===== src/rtl/seg7_pkg.sv =====
// Shared types, the active-high hex segment table and digit-enable helper for seg7_scan4.
`timescale 1ns/1ps
package seg7_pkg;

    typedef logic [1:0] digit_idx_t;

    // Segment order {g,f,e,d,c,b,a}, active-high, nibble values 0..F
    localparam logic [6:0] SEG_HEX [16] = '{
        7'h3F, 7'h06, 7'h5B, 7'h4F, 7'h66, 7'h6D, 7'h7D, 7'h07,
        7'h7F, 7'h6F, 7'h77, 7'h7C, 7'h39, 7'h5E, 7'h79, 7'h71
    };

    function automatic logic [3:0] onehot4(input digit_idx_t idx);
        return 4'b0001 << idx;
    endfunction

endpackage


===== src/rtl/seg7_hex_decode.sv =====
// Combinational nibble-to-segment decoder with optional blanking and common-anode inversion.
`timescale 1ns/1ps
module seg7_hex_decode
    import seg7_pkg::*;
#(
    parameter int COMMON_ANODE = 0
) (
    input  logic [3:0] nibble,
    input  logic       blank,
    output logic [6:0] seg
);

    always_comb begin
        seg = blank ? 7'h00 : SEG_HEX[nibble];
        if (COMMON_ANODE != 0) begin
            seg = ~seg;
        end
    end

endmodule


===== src/rtl/seg7_scan4.sv =====
// Four-digit multiplexed seven-segment scan driver with per-frame snapshot and sticky overflow DP.
// Optional macro LEADING_ZERO_BLANK_EN blanks leading-zero digits 3..1.
`timescale 1ns/1ps
module seg7_scan4
    import seg7_pkg::*;
#(
    parameter int SCAN_DIV     = 1000,
    parameter int COMMON_ANODE = 0
) (
    input  logic        CLK,
    input  logic        nRST,
    input  logic [15:0] Din,
    input  logic        RCO,
    input  logic        Freeze,
    output logic [6:0]  SEG,
    output logic        DP,
    output logic [3:0]  AN,
    output logic        Frame
);

    localparam int             PW       = (SCAN_DIV > 1) ? $clog2(SCAN_DIV) : 1;
    localparam logic [PW-1:0]  PCNT_MAX = PW'(SCAN_DIV - 1);
    localparam logic [3:0]     AN_OFF   = (COMMON_ANODE != 0) ? 4'hF : 4'h0;
    localparam logic [6:0]     SEG_OFF  = (COMMON_ANODE != 0) ? 7'h7F : 7'h00;
    localparam logic           DP_OFF   = (COMMON_ANODE != 0);

    logic [PW-1:0] pcnt_q, pcnt_d;
    digit_idx_t    dig_q, dig_d;
    logic [15:0]   shadow_q, shadow_d;
    logic          shadow_ovf_q, shadow_ovf_d;
    logic          ovf_q, ovf_d;
    logic [3:0]    an_q, an_d;
    logic [6:0]    seg_q, seg_d;
    logic          dp_q, dp_d;
    logic          frame_q, frame_d;

    logic          tick, wrap, snap, guard, lz_blank;
    logic [3:0]    nib;

    assign tick = (pcnt_q == PCNT_MAX);
    assign wrap = tick && (dig_q == 2'd3);
    assign snap = wrap && !Freeze;

    always_comb begin
        pcnt_d       = tick ? '0 : pcnt_q + 1'b1;
        dig_d        = tick ? dig_q + 2'd1 : dig_q;
        shadow_d     = snap ? Din : shadow_q;
        shadow_ovf_d = snap ? (ovf_q | RCO) : shadow_ovf_q;
        ovf_d        = snap ? 1'b0 : (ovf_q | RCO);
        frame_d      = wrap;
    end

    // Display outputs are derived from next-state values so they line up with the registered state.
    assign guard = (pcnt_d == '0);
    assign nib   = shadow_d[{dig_d, 2'b00} +: 4];

`ifdef LEADING_ZERO_BLANK_EN
    always_comb begin
        lz_blank = 1'b0;
        case (dig_d)
            2'd3:    lz_blank = (shadow_d[15:12] == 4'h0);
            2'd2:    lz_blank = (shadow_d[15:8] == 8'h00);
            2'd1:    lz_blank = (shadow_d[15:4] == 12'h000);
            default: lz_blank = 1'b0;
        endcase
    end
`else
    assign lz_blank = 1'b0;
`endif

    seg7_hex_decode #(
        .COMMON_ANODE(COMMON_ANODE)
    ) u_decode (
        .nibble(nib),
        .blank (guard | lz_blank),
        .seg   (seg_d)
    );

    always_comb begin
        an_d = guard ? AN_OFF : (onehot4(dig_d) ^ AN_OFF);
        dp_d = DP_OFF;
        if (!guard && (dig_d == 2'd3)) begin
            dp_d = shadow_ovf_d ^ DP_OFF;
        end
    end

    always_ff @(posedge CLK or negedge nRST) begin
        if (!nRST) begin
            pcnt_q       <= '0;
            dig_q        <= 2'd0;
            shadow_q     <= 16'h0000;
            shadow_ovf_q <= 1'b0;
            ovf_q        <= 1'b0;
            an_q         <= AN_OFF;
            seg_q        <= SEG_OFF;
            dp_q         <= DP_OFF;
            frame_q      <= 1'b0;
        end else begin
            pcnt_q       <= pcnt_d;
            dig_q        <= dig_d;
            shadow_q     <= shadow_d;
            shadow_ovf_q <= shadow_ovf_d;
            ovf_q        <= ovf_d;
            an_q         <= an_d;
            seg_q        <= seg_d;
            dp_q         <= dp_d;
            frame_q      <= frame_d;
        end
    end

    assign SEG   = seg_q;
    assign DP    = dp_q;
    assign AN    = an_q;
    assign Frame = frame_q;

endmodule


===== config.mk =====
export PLATFORM = sky130hd
export DESIGN_NAME = seg7_scan4
export DESIGN_NICKNAME = d
export VERILOG_FILES = /design/src/rtl/seg7_pkg.sv /design/src/rtl/seg7_hex_decode.sv /design/src/rtl/seg7_scan4.sv
export SDC_FILE = /design/constraint.sdc
export NUM_CORES = 1
export LEC_CHECK = 0
export BUFFER_PORTS_ARGS = -buffer_cell sky130_fd_sc_hd__clkbuf_2
export CORE_UTILIZATION = 55
export DETAILED_ROUTE_END_ITERATION = 12
export PLACE_DENSITY = 0.78
export SLEW_MARGIN = 10
export SYNTH_ARGS = -nofsm -noshare
export SYNTH_HDL_FRONTEND = slang
export SYNTH_SLANG_ARGS = --single-unit
export TNS_END_PERCENT = 50

===== constraint.sdc =====
create_clock -name CLK -period 3.6 [get_ports CLK]
set_input_delay 0.18 -clock CLK [delete_from_list [all_inputs] [get_ports CLK]]
set_output_delay 0.18 -clock CLK [all_outputs]
set_load 0.03 [all_outputs]

==> reports/results.ini, run 1 <==
[status]
outcome=complete, no violations

[final_layout]
drive_above_1_share=0.345
layout_commonest_cell=dfrtp_1
final_nets=236
fin_cells=254
syn_to_final_growth_pct=12.0
final_cell_mix=dfrtp_1 (43), clkbuf_2 (32), mux2_2 (16), mux2i_1 (14), nor2_1 (11)
antenna_cells=0

[floorplanning]
start_util=0.581
fp.dieH_um=64.4
dieArea_um2=4150
rows=22
top_level_ports=33
die-width_um=64.4
core_um2=3690

[setup_path]
crit_chain=ha_1 > nand2_1 > nand4b_1 > buf_4 > mux2_2 > mux2i_1 > mux2_2 > inv_1 > ha_1 > mux2_2 > a221oi_1
worstSetupPathType=flip-flop to flip-flop
worst_path_max_delay_cell=dfrtp_1
reg2reg_to=SEG[6]
critPathMaxFanout=18
rrSetupSlack_ns=0.61
reg2reg_from=pcnt_q[0]
crit_path_frequent_cell=mux2_2
cp.buffers_inverters=2
crit_required_ns=3.78
cp-start-kind=flip-flop
critPathMaxStageDelay_ns=0.43
worstRegToRegCells=11
arrival_ns=3.17
crit_path_end_kind=flip-flop
critPathTopFamily=multiplexers

[pwr]
power_density_nw_per_um2=321
leakage_uw=0.00122
ir_worst_vdd_mv=0.218

[job]
maxCapViolations=0

[placed_design]
hpwlAfterDp_um=2900
io_buffer_count=32
gp_congestion=0.820
dpl.cell_count=248

[synthesis]
yosys-top-cells-area=dfrtp_1 (50%), mux2_2 (8.4%), mux2i_1 (6.5%)
synth_flop_cell=dfrtp_1
syn_inst=173
synth_xor_xnor_area_share=0.0403
synth_edf_count=0
synth_mux_area_frac=0.181
synth_area_um2=2140
syn_nets=202
async_reset_ff_frac=1.00
yosys.area.top_type=dfrtp_1
yosys.area_share.adder=0.0525
yosysWarnings=0
synth-seq-area-share=0.502
ys_ff_latch=43
synth_top_family_by_area=multiplexers
synth_top_area_share=0.502
synth_compound_area_frac=0.0531
syn_area_per_cell_um2=12.4
yosysUniqueCellTypes=40
yosys.area_share.simple=0.125

[clock_network]
clock_sinks=43
insertion_delay_ns=0.28
cts-hold-fix-buffers=0
ctsLongestPathBuffers=2
cts_resized=0
cts-buffers-inserted=5
cts-root-buf=clkbuf_8
post_cts_buffers=0
cts_max_level=2
cts_tree=yes
clk_pin_slew_ns=0.07

[min_path]
hold_path.class=input port to async pin

[sta]
slew_violations=0
setup_viol=0
rsz0062_at_grt=no
finalClockSkew_ns=0.00504
hold_viol_final=0
tns_ns=0
timing.hold.ws_ns=0.0638
period_needed_ns=2.99
fmax_ghz=0.335
finalCritPeriodShare=0.830
tightest_slew_ns=1.04
relSlewSlack=0.309

[global_routing]
grt_max_degree=44
antenna_found_initial=0
grt.total_usage=0.219
grt_pass1_vias=1478
grt_remaining_overflow=0
grt_pass1_wl_um=6880

[route]
routedWlPerCell_um=15.6
vias=1391
dr.pass1.iters=4
drcViolationCount=0
ant_nets=0
wl_um=3970
drt_iter0_drc=67
via_per_inst=5.48

-- synthesized netlist by cell type (all sizes together) (2+ instances only) --
cell	count
nor2	12
nand2	8
o21ai	4
ha	9
a211oi	3
mux4	2
and3	4
mux2i	15
xor2	4
a221oi	2
buf	7
and2b	2
dfrtp	43
a21oi	2
xnor2	5
mux2	16
nor3	6
inv	10
nand3	5
-- layout make-up --
type                       instances  area (um^2)
tap                               48         60.1
inverter                          10         42.5
fill                             295         1290
multi-input combinational        113          975
sequential                        43         1080
timing repair buffer              34          175
clock buffer                       6         72.6
-- per-stage QoR --
step	power [uW]	area, um^2	utilization	setup slack [ns]
4_1_cts	779	2400	0.651	0.579
6_report	770	2400	0.651	0.611
2_1_floorplan	493	2140	-	0.798
3_3_place_gp	512	2330	0.631	0.780
5_1_grt	799	2400	0.651	0.384
3_5_place_dp	512	2330	0.631	0.609
-- kinds of logic after synthesis --
| family | count (synthesis) |
|---|---|
| flops | 43 |
| xor+xnor | 9 |
| simple gates | 46 |
| compound gates | 16 |
| fa+ha+maj | 9 |
| buf+inv | 17 |
| mux | 33 |
-- metal layers --
metal	GRT usage	wire length, um
met1	0.262	1640
met2	0.391	2180
met3	0.0528	109
met4	0.0583	42
met5	0	0
-- sequential cells by signal, summed over array words and instances (netlist names) --
signal	count
ovf_q	1
shadow_ovf_q	1
AN	4
SEG	7
shadow_q	16
DP	1
Frame	1
dig_q	2
pcnt_q	10
-- how the worst max path moves through the flow --
| stage | startpoint | depth (start not counted) | end | slack [ns] |
|---|---|---|---|---|
| 2_1_floorplan | pcnt_q[0] | 12 | SEG[6] | 0.80 |
| 3_3_place_gp | pcnt_q[0] | 11 | SEG[6] | 0.78 |
| 3_5_place_dp | pcnt_q[0] | 11 | SEG[6] | 0.61 |
| 4_1_cts | pcnt_q[0] | 11 | SEG[6] | 0.58 |
| 5_1_grt | pcnt_q[0] | 11 | SEG[6] | 0.38 |
| 6_report | pcnt_q[0] | 11 | SEG[6] | 0.61 |
-- report_power, final --
part,total [uW],switching [uW],internal (uW)
sequential,483,0.00000000000000577,483
combinational,18.9,11.5,7.38
clock,268,139,129
total,770,151,619
(Power assumes the default switching activity.)
==> run 2: changes to the inputs <==
clock period = 3 ns   (was 3.6 ns; I/O delays follow)
==> run 2 against run 1 <==
  * Combinational power rose by 22%
  * Fmax rose by 6.1%
  * Clock-buffer cell count did not move
  * Critical path type unchanged
  * Largest power group unchanged
  * Largest cell class unchanged
==> reports/results.ini, run 2 (same netlist as run 1, synthesis figures left out) <==
[status]
outcome=complete, no violations

[route]
via_per_inst=5.60  ; +2.3%
drcViolationCount=0  ; unchanged
vias=1451  ; +4.3%
drt_iter0_drc=40  ; -40%
routedWlPerCell_um=15.7  ; +0.54%
wl_um=4070  ; +2.5%
dr.pass1.iters=4  ; unchanged
ant_nets=0  ; unchanged

[final_layout]
antenna_cells=0  ; unchanged
syn_to_final_growth_pct=15.9
top_register=shadow_q
fin_util=0.674  ; +0.0227
largest_register_ffs=16  ; unchanged
layout_commonest_cell=dfrtp_1
drive_above_1_share=0.365  ; +0.0203
final_cell_mix=dfrtp_1 (43), clkbuf_2 (32), mux2_2 (15), mux2i_1 (14), nor2_1 (11)
final_nets=239  ; +1.3%

[floorplanning]
rows=22  ; unchanged
start_util=0.581  ; unchanged
die-width_um=64.4  ; unchanged
fp.dieH_um=64.4  ; unchanged
dieArea_um2=4150  ; unchanged
top_level_ports=33  ; unchanged
core_um2=3690  ; unchanged

[global_routing]
grt_pass1_wl_um=6840  ; -0.51%
antenna_found_initial=0  ; unchanged
grt.total_usage=0.225  ; +0.00631
grt_remaining_overflow=0  ; unchanged
grt_max_degree=44  ; unchanged
grt_pass1_vias=1474  ; -0.27%

[setup_path]
crit_required_ns=3.19  ; -0.59 ns
worst_path_max_delay_cell=dfrtp_1
rrSetupSlack_ns=0.18  ; -0.43 ns
cp-start-kind=flip-flop
crit_chain=ha_1 > nand2_1 > nand4b_1 > buf_12 > mux2_2 > mux2i_1 > mux2_2 > inv_1 > ha_1 > mux2_2 > a221oi_1
worstRegToRegCells=11  ; unchanged
reg2reg_from=pcnt_q[0]
arrival_ns=3.01  ; -0.16 ns
critPathMaxStageDelay_ns=0.43  ; about the same
crit_path_frequent_cell=mux2_2
reg2reg_to=SEG[6]
critPathMaxFanout=18  ; unchanged
worstSetupPathType=flip-flop to flip-flop
crit_path_end_kind=flip-flop

[sta]
period_needed_ns=2.82  ; -0.173 ns
slew_violations=0  ; unchanged
finalCritPeriodShare=0.939  ; +0.108
tightest_slew_ns=1.04  ; +0.00187 ns
setup_viol=0  ; unchanged
fmax_ghz=0.355  ; +6.1%
rsz0062_at_grt=no
tns_ns=0  ; unchanged
hold_viol_final=0  ; unchanged
finalClockSkew_ns=0.00608  ; +0.00104 ns
relSlewSlack=0.308  ; -0.00125

[clock_network]
post_cts_buffers=0  ; unchanged
cts_tree=yes
cts_max_level=2  ; unchanged
cts-hold-fix-buffers=0  ; unchanged
ctsLongestPathBuffers=2  ; unchanged
clk_pin_slew_ns=0.08  ; about the same
cts-buffers-inserted=5  ; unchanged
clock_sinks=43  ; unchanged
insertion_delay_ns=0.30  ; +0.02 ns
cts-root-buf=clkbuf_8

[placed_design]
io_buffer_count=32  ; unchanged
hpwlAfterDp_um=3040  ; +4.9%
gp_congestion=0.825  ; +0.59%

[min_path]
hold_path.class=input port to async pin

[pwr]
ir_worst_vdd_mv=0.292  ; +34%
power_density_nw_per_um2=431  ; +34%
leakage_uw=0.00127  ; +4.3%

[job]
maxCapViolations=0  ; unchanged

run 2: worst max path at each step:
stage / start / endpoint / slack [ns] / cells after the start
2_1_floorplan: pcnt_q[0] / SEG[6] / 0.20 / 12
3_3_place_gp: dig_q[0] / SEG[6] / 0.25 / 11
3_5_place_dp: pcnt_q[0] / SEG[6] / 0.17 / 11
4_1_cts: pcnt_q[0] / SEG[6] / 0.13 / 11
5_1_grt: pcnt_q[0] / SEG[6] / 0.008 / 11
6_report: pcnt_q[0] / SEG[6] / 0.18 / 11
run 2: what timing repair did:
| item | in CTS | in global routing |
|---|---|---|
| hold endpoints to repair | 0 | 0 |
| endpoints found under the setup margin | 0 | 2 |
| gates resized for setup | 0 | 1 |
run 2: area by class of cell:
cell class,instances,area [um^2]
Fill cell,302,1200
Tap cell,48,60.1
Clock buffer,6,82.6
Timing Repair Buffer,37,210
Multi-Input combinational cell,113,978
Clock inverter,2,35.0
Inverter,10,42.5
Sequential cell,43,1080
run 2: metal layers:
| metal | global-route usage | vias up | share of wire |
|---|---|---|---|
| met3 | 0.0599 | 7 | 0.034 |
| met4 | 0.0972 | 0 | 0.019 |
| met5 | 0 | - | 0 |
| met2 | 0.387 | 26 | 0.54 |
| met1 | 0.264 | 735 | 0.41 |
| li1 | - | 683 | - |
run 2: per-stage QoR:
stage / hold WS, ns / total power (uW) / worst slack (ns) / area [um^2] / std cells
floorplan: -0.146 / 591 / 0.198 / 2140 / 173
finish: 0.0211 / 1070 / 0.184 / 2480 / 259
global placement: 0.356 / 613 / 0.247 / 2360 / 251
CTS: 0.0591 / 1080 / 0.133 / 2480 / 259
detailed placement: 0.389 / 615 / 0.166 / 2360 / 251
global route: 0.0876 / 1110 / 0.00842 / 2480 / 259
run 2: critical path, delay by kind of cell (launching register included):
family                     cells  cell delay, ns
buffers and inverters          2            0.28
and+or+nand+nor                2            0.29
AOI/OAI and AO/OA              1            0.25
DFF                            1            0.43
adders and majority gates      2            0.45
muxes                          4            0.99
run 2: report_power, final:
group	switching [uW]	internal (uW)	total, uW	leakage [uW]
combinational	14.3	8.89	23.1	0.000663
clock	199	269	468	0.0000612
sequential	0.00000000000000853	579	579	0.000545
